File: src/rtl/ahb_chk_pkg.sv
// ahb_chk_pkg: shared AHB-lite encodings, error-bit indices and burst length helper
// Contents: htrans_e, hburst_e, ERR_* bit positions into err_pulse/err_sticky,
//           NUM_ERR, burst_len() (beats per burst, 0 for unbounded INCR).
package ahb_chk_pkg;

    typedef enum logic [1:0] {
        TR_IDLE   = 2'd0,
        TR_BUSY   = 2'd1,
        TR_NONSEQ = 2'd2,
        TR_SEQ    = 2'd3
    } htrans_e;

    typedef enum logic [2:0] {
        BU_SINGLE = 3'd0,
        BU_INCR   = 3'd1,
        BU_WRAP4  = 3'd2,
        BU_INCR4  = 3'd3,
        BU_WRAP8  = 3'd4,
        BU_INCR8  = 3'd5,
        BU_WRAP16 = 3'd6,
        BU_INCR16 = 3'd7
    } hburst_e;

    localparam int ERR_SEQ_NO_BURST = 0;
    localparam int ERR_ADDR         = 1;
    localparam int ERR_CTRL         = 2;
    localparam int ERR_EARLY_END    = 3;
    localparam int ERR_OVERRUN      = 4;
    localparam int ERR_STALL_CHANGE = 5;
    localparam int ERR_WAIT_TIMEOUT = 6;
    localparam int ERR_KB_CROSS     = 7;
    localparam int ERR_HSIZE_WIDE   = 8;
    localparam int NUM_ERR          = 9;

    // HBURST[2:1] selects 4/8/16 beats for every fixed-length burst type.
    function automatic logic [4:0] burst_len(input hburst_e b);
        return b == BU_SINGLE ? 5'd1 : b == BU_INCR ? 5'd0 : 5'd2 << b[2:1];
    endfunction

endpackage

File: src/rtl/ahb_next_addr.sv
// ahb_next_addr: combinational next-beat address and 1 KB boundary crossing
// Ports: addr      in  current beat address
//        size      in  HSIZE of the burst
//        burst     in  HBURST of the burst
//        next_addr out address the following beat must use
//        kb_cross  out next_addr of an incrementing burst lies in a different 1 KB page
module ahb_next_addr
    import ahb_chk_pkg::*;
#(
    parameter int ADDR_WIDTH = 32
) (
    input  logic [ADDR_WIDTH-1:0] addr,
    input  logic [2:0]            size,
    input  logic [2:0]            burst,
    output logic [ADDR_WIDTH-1:0] next_addr,
    output logic                  kb_cross
);

    logic [ADDR_WIDTH-1:0] inc;
    logic [ADDR_WIDTH-1:0] mask;
    logic                  wrap;

    assign inc  = addr + (ADDR_WIDTH'(1) << size);
    assign wrap = !burst[0] && burst != BU_SINGLE;
    // Wrap block is Len*2**size bytes; only the offset inside it advances.
    assign mask = (ADDR_WIDTH'(burst_len(hburst_e'(burst))) << size) - ADDR_WIDTH'(1);
    assign next_addr = wrap ? (addr & ~mask) | (inc & mask) : inc;
    assign kb_cross  = !wrap && inc[ADDR_WIDTH-1:10] != addr[ADDR_WIDTH-1:10];

endmodule

File: config.mk
export PLATFORM = sky130hd
export DESIGN_NAME = ahb_next_addr
export DESIGN_NICKNAME = d
export VERILOG_FILES = /design/src/rtl/ahb_chk_pkg.sv /design/src/rtl/ahb_next_addr.sv
export SDC_FILE = /design/constraint.sdc
export NUM_CORES = 1
export LEC_CHECK = 0
export BUFFER_PORTS_ARGS = -buffer_cell sky130_fd_sc_hd__buf_2
export CAP_MARGIN = 20
export CORE_MARGIN = 2
export CORE_UTILIZATION = 53
export DETAILED_ROUTE_END_ITERATION = 7
export PLACE_DENSITY = 0.87
export SYNTH_ARGS = -nofsm -noshare
export SYNTH_HDL_FRONTEND = slang
export SYNTH_SLANG_ARGS = --single-unit
File: constraint.sdc
create_clock -name vclk -period 9.9
set_clock_uncertainty 0.05 [all_clocks]
set_input_delay 2.97 -clock vclk [all_inputs]
set_output_delay 2.97 -clock vclk [all_outputs]
set_load 0.02 [all_outputs]
Word level (Yosys, flattened, before mapping)
Index checks and enable logic that the tools add are counted.
- add/sub/neg operators: 2
- eq/ne operators: 2
- shift-type cells: 3
- muxes and demuxes: 3
- bitwise gates (word level): 4
- reduce and logical (&&, ||, !) cells: 6
- operators with widths (kind ; number):
    AND 32 bit ; 2
    adder 32 bit ; 1
    2-to-1 mux 32 bit ; 1
    NOT 32 bit ; 1
    OR 32 bit ; 1
    << shifter 1 x 3 -> 32 bit (first input constant) ; 1
    << shifter 5 x 3 -> 32 bit ; 1
    subtractor 32 x 1 -> 32 bit (second input constant) ; 1
    inequality test 22 bit ; 1
    2-to-1 mux 5 bit ; 2
    << shifter 2 x 2 -> 5 bit (first input constant) ; 1
    == test 3 x 1 -> 1 bit (second input constant) ; 1
    zero test 3 bit ; 1
    nonzero test 3 bit ; 1
    logical AND 1 bit ; 2
    zero test 1 bit ; 2
- register bits after elaboration: 0
- bits of input ports: 38
- output and inout bits: 33

Longest topological paths before layout
- word-level depth: 9
- mapped depth: 11
- depth with buffers taken out: 10

Worst setup path before layout
No wires, ideal clock.
- path kind: input -> output
- start: input size[1]
- end: output next_addr[30]
- arrival time: 5.049 ns
- required time: 6.880 ns
- setup slack: 1.831 ns
- cell stages on the path: 9
- buffers on the path: 1
- cell sequence: buf_4 -> nand2b_1 -> nor2_1 -> fa_1 -> a211o_1 -> a211oi_1 -> a211oi_2 -> and3_1 -> xor2_1
- word-level cells in the longest chain between the ends: 6
- elaborated cells on any way between the ends: 9
- those cells by class: add/sub (2); shift (2); mux (1); bitwise (4)
- ends and longest elaborated chain (what ; line ; RTL):
    start: declaration ; ahb_next_addr.sv:13 ; input logic [2:0] size,
    << shifter 5 x 3 -> 32 bit ; ahb_next_addr.sv:26 ; assign mask = (ADDR_WIDTH'(burst_len(hburst_e'(burst))) << size) - ADDR_WIDTH'(1);
    subtractor 32 x 1 -> 32 bit ; ahb_next_addr.sv:26 ;
    NOT 32 bit ; ahb_next_addr.sv:27 ; assign next_addr = wrap ? (addr & ~mask) | (inc & mask) : inc;
    AND 32 bit ; ahb_next_addr.sv:27 ;
    OR 32 bit ; ahb_next_addr.sv:27 ;
    2-to-1 mux 32 bit * ; ahb_next_addr.sv:27 ;
    end: declaration ; ahb_next_addr.sv:15 ; output logic [ADDR_WIDTH-1:0] next_addr,
Every way passes the cells marked *; elsewhere a longest branch is shown, timed or not.

Final worst setup path
- start: input size[0]
- end: output next_addr[10]
The elaborated chain is that of the path after synthesis.

==> impl_metrics.prom <==
# TYPE chip_impl_metric gauge
chip_impl_metric{name="yosys_warnings",unit=""} 0
chip_impl_metric{name="critical_path_peak_fanout",unit=""} 15
chip_impl_metric{name="ctsResizeCount",unit=""} 0
chip_impl_metric{name="leakagePower",unit="nW"} 0.838
chip_impl_metric{name="initial_core_util",unit="%"} 54.4
chip_impl_metric{name="grt_pass1_vias",unit=""} 1564
chip_impl_metric{name="vias_per_cell",unit=""} 5.93
chip_impl_metric{name="initial_antenna_violation_count",unit=""} 0
chip_impl_metric{name="dp_slack",unit="ns"} 1.36
chip_impl_metric{name="cts_setup_buffers",unit=""} 0
chip_impl_metric{name="achievable-frequency",unit="MHz"} 117
chip_impl_metric{name="synthesis.area",unit="um^2"} 1460
chip_impl_metric{name="post-route-drc-count",unit=""} 0
chip_impl_metric{name="drtPass1Iterations",unit=""} 4
chip_impl_info{name="post-synth-top-count-cell",value="sky130_fd_sc_hd__xnor2_1"} 1
chip_impl_info{name="outcome",value="completed"} 1
chip_impl_metric{name="worst_hold_path.num_cells",unit=""} 3
chip_impl_metric{name="switching_power",unit="W"} 0.0000509
chip_impl_info{name="crit_path_start",value="size[0]"} 1
chip_impl_metric{name="placement.io_buffers",unit=""} 71
chip_impl_metric{name="seq_cell_count",unit=""} 0
chip_impl_info{name="worst_hold_path.endpoint",value="next_addr[24]"} 1
chip_impl_metric{name="worst-endpoint-required",unit="ns"} 6.88
chip_impl_metric{name="worst_pin_slew",unit="ns"} 0.658
chip_impl_metric{name="cp_data_arrival_time",unit="ns"} 5.53
chip_impl_metric{name="fin_setup_tns",unit="ns"} 0
chip_impl_metric{name="post_dp_cell_area",unit="um^2"} 1800
chip_impl_metric{name="groute.usage.overall",unit="%"} 24.5
chip_impl_metric{name="drt_iter0_drc",unit=""} 106
chip_impl_metric{name="final.fill_count",unit=""} 263
chip_impl_metric{name="setup_violations",unit=""} 0
chip_impl_metric{name="cellInternalPower",unit="W"} 0.0000344
chip_impl_metric{name="die_h",unit="um"} 56.5
chip_impl_metric{name="synth_cell_type_count",unit=""} 48
chip_impl_info{name="timing.hold.worst.start",value="addr[24]"} 1
chip_impl_metric{name="hold_buffers",unit=""} 0
chip_impl_metric{name="power.sequential.fraction",unit="%"} 0
chip_impl_metric{name="num_vias",unit=""} 1826
chip_impl_metric{name="final_estimated_routing_congestion_in_global_placement",unit=""} 0.865
chip_impl_info{name="worstSetupStartpointType",value="input pin"} 1
chip_impl_info{name="hold_path.class",value="in2out"} 1
chip_impl_metric{name="layout-drive-gt1-share",unit="%"} 30.3
chip_impl_metric{name="floorplan.die_area",unit="um^2"} 3190
chip_impl_metric{name="share_clk_of_total_power",unit="%"} 0
chip_impl_metric{name="synth_sequential_area_ratio",unit="%"} 0
chip_impl_metric{name="fin_cells",unit=""} 308
chip_impl_metric{name="post-synth-top-area-fraction",unit="%"} 16.8
chip_impl_info{name="crit_type",value="in2out"} 1
chip_impl_metric{name="power_density",unit="nW/um^2"} 47.4
chip_impl_metric{name="multi_input_comb_area",unit="um^2"} 1380
chip_impl_metric{name="final_core_utilization",unit="%"} 67.0
chip_impl_metric{name="post_synth_inst_count",unit=""} 214
chip_impl_metric{name="placementRows",unit=""} 19
chip_impl_metric{name="swShare",unit="%"} 59.7
chip_impl_metric{name="overflow",unit=""} 0
chip_impl_info{name="yosys.area.top_type",value="sky130_fd_sc_hd__xnor2_1"} 1
chip_impl_info{name="synth_top_cells_by_area",value="sky130_fd_sc_hd__xnor2_1 17%, sky130_fd_sc_hd__ha_1 8.6%, sky130_fd_sc_hd__nor2_1 5.9%"} 1
chip_impl_metric{name="detailedPlacementHpwl",unit="um"} 3440
chip_impl_metric{name="routed_wl",unit="um"} 4150
chip_impl_metric{name="clock_buffers",unit=""} 0
chip_impl_metric{name="timing.slew.headroom",unit="%"} 56.0
chip_impl_metric{name="layout_setup_ws",unit="ns"} 1.35
chip_impl_metric{name="first_pass_grt_wire_length",unit="um"} 6670
chip_impl_metric{name="postLayoutCellArea",unit="um^2"} 1800
chip_impl_metric{name="layout_worst_path_cycle_share",unit="%"} 86.4
chip_impl_metric{name="hold_viol",unit=""} 0
chip_impl_metric{name="grt_max_degree",unit=""} 17
chip_impl_metric{name="detail_route.wl_per_cell",unit="um"} 13.5
chip_impl_info{name="synth_common_cells",value="28 x sky130_fd_sc_hd__xnor2_1, 23 x sky130_fd_sc_hd__nor2_1, 21 x sky130_fd_sc_hd__nand2_1"} 1
chip_impl_metric{name="finalWorstPathRequiredPeriod",unit="ns"} 8.55
chip_impl_metric{name="synthesis.nets",unit=""} 263
chip_impl_metric{name="peakVddDrop",unit="mV"} 0.0389
chip_impl_metric{name="mean_cell_area_of_the_mapped_netlist",unit="um^2"} 6.82
chip_impl_metric{name="design.final.nets",unit=""} 328
chip_impl_metric{name="pwr-share-comb",unit="%"} 100.0
chip_impl_metric{name="n_antenna_cell",unit=""} 0
chip_impl_metric{name="fp.dieW",unit="um"} 56.5
chip_impl_metric{name="placed_cells_incl_taps",unit=""} 308
chip_impl_metric{name="area.growth.synth_to_final",unit="%"} 23.2
chip_impl_metric{name="core_region_area",unit="um^2"} 2690
chip_impl_info{name="setup_repair_after_global_routing_missed_its_margin",value="false"} 1
chip_impl_metric{name="drv_cap",unit=""} 0
chip_impl_metric{name="ant_nets",unit=""} 0
chip_impl_metric{name="floorplan.io_pins",unit=""} 71
chip_impl_info{name="worst_setup_path_end_kind",value="output port"} 1
chip_impl_metric{name="register_area",unit="um^2"} 0
chip_impl_metric{name="final-max-slew-violation-count",unit=""} 0
-- final cells by class --
| type | count | share of cell area, % |
|---|---|---|
| timing repair buffer | 71 | 19.7 |
| tap | 31 | 2.16 |
| multi-input combinational | 200 | 76.8 |
| inverter | 6 | 1.25 |
-- per-stage QoR --
step	hold slack [ns]	power, W
final	6.19	0.0000852
after detailed placement	6.19	0.0000843
after global placement	6.18	0.0000836
after global routing	6.20	0.0000925
after floorplan	6.02	0.0000578
after CTS	6.19	0.0000847
-- power groups by stage --
stage          Sequential [W]  Combinational, W  Clock [W]
2_1_floorplan               0         0.0000578          0
3_3_place_gp                0         0.0000836          0
3_5_place_dp                0         0.0000843          0
4_1_cts                     0         0.0000847          0
5_1_grt                     0         0.0000925          0
6_report                    0         0.0000852          0
-- logic make-up (layout without fill, tap and decap cells) --
logic type / after synthesis / count (layout) / share of synthesized area, %
multiplexers: 6 / 6 / 5.14
XOR/XNOR: 35 / 35 / 21.0
buffers and inverters: 14 / 77 / 5.31
AND/OR/NAND/NOR: 97 / 97 / 33.5
adder cells (fa/ha/maj): 11 / 11 / 9.94
AO/OA/AOI/OAI: 51 / 51 / 25.1
-- per-layer routing --
metal  GRT usage, %  vias up  wire, um
met1           31.8      832      1800
li1               -      914         -
met2           44.2       74      2020
met4           3.40        0        55
met5              0        -         0
met3           2.76        6       282
-- worst max-delay path, stage by stage --
cell	delay, ns
sky130_fd_sc_hd__buf_2	0.26
sky130_fd_sc_hd__or2_2	0.22
sky130_fd_sc_hd__nor2_1	0.06
sky130_fd_sc_hd__ha_1	0.22
sky130_fd_sc_hd__fa_1	0.43
sky130_fd_sc_hd__a211o_1	0.33
sky130_fd_sc_hd__a211oi_1	0.34
sky130_fd_sc_hd__a21oi_1	0.16
sky130_fd_sc_hd__o2111ai_1	0.15
sky130_fd_sc_hd__nor3b_1	0.09
sky130_fd_sc_hd__xor2_1	0.14
sky130_fd_sc_hd__buf_2	0.16
-- cell usage in the layout (no fill, tap or decap), drive strengths merged, types with 4 or more instances in the layout --
| cell | Yosys | final |
|---|---|---|
| xnor2 | 28 | 28 |
| buf | 6 | 71 |
| and3 | 7 | 7 |
| nand3 | 15 | 15 |
| ha | 10 | 10 |
| inv | 6 | 6 |
| a21oi | 16 | 16 |
| o21ai | 8 | 8 |
| xor2 | 7 | 7 |
| or3 | 5 | 5 |
| nor2 | 23 | 23 |
| mux2 | 6 | 6 |
| a21o | 4 | 4 |
| nand4 | 9 | 9 |
| nand2 | 21 | 21 |
-- how the worst max path moves through the flow --
stage / cells after the start / slack (ns) / endpoint
2_1_floorplan: 9 / 1.83 / next_addr[30]
5_1_grt: 12 / 1.14 / next_addr[10]
3_5_place_dp: 12 / 1.36 / next_addr[10]
4_1_cts: 12 / 1.37 / next_addr[10]
3_3_place_gp: 12 / 1.44 / next_addr[10]
6_report: 12 / 1.35 / next_addr[10]
(Power assumes the default switching activity.)
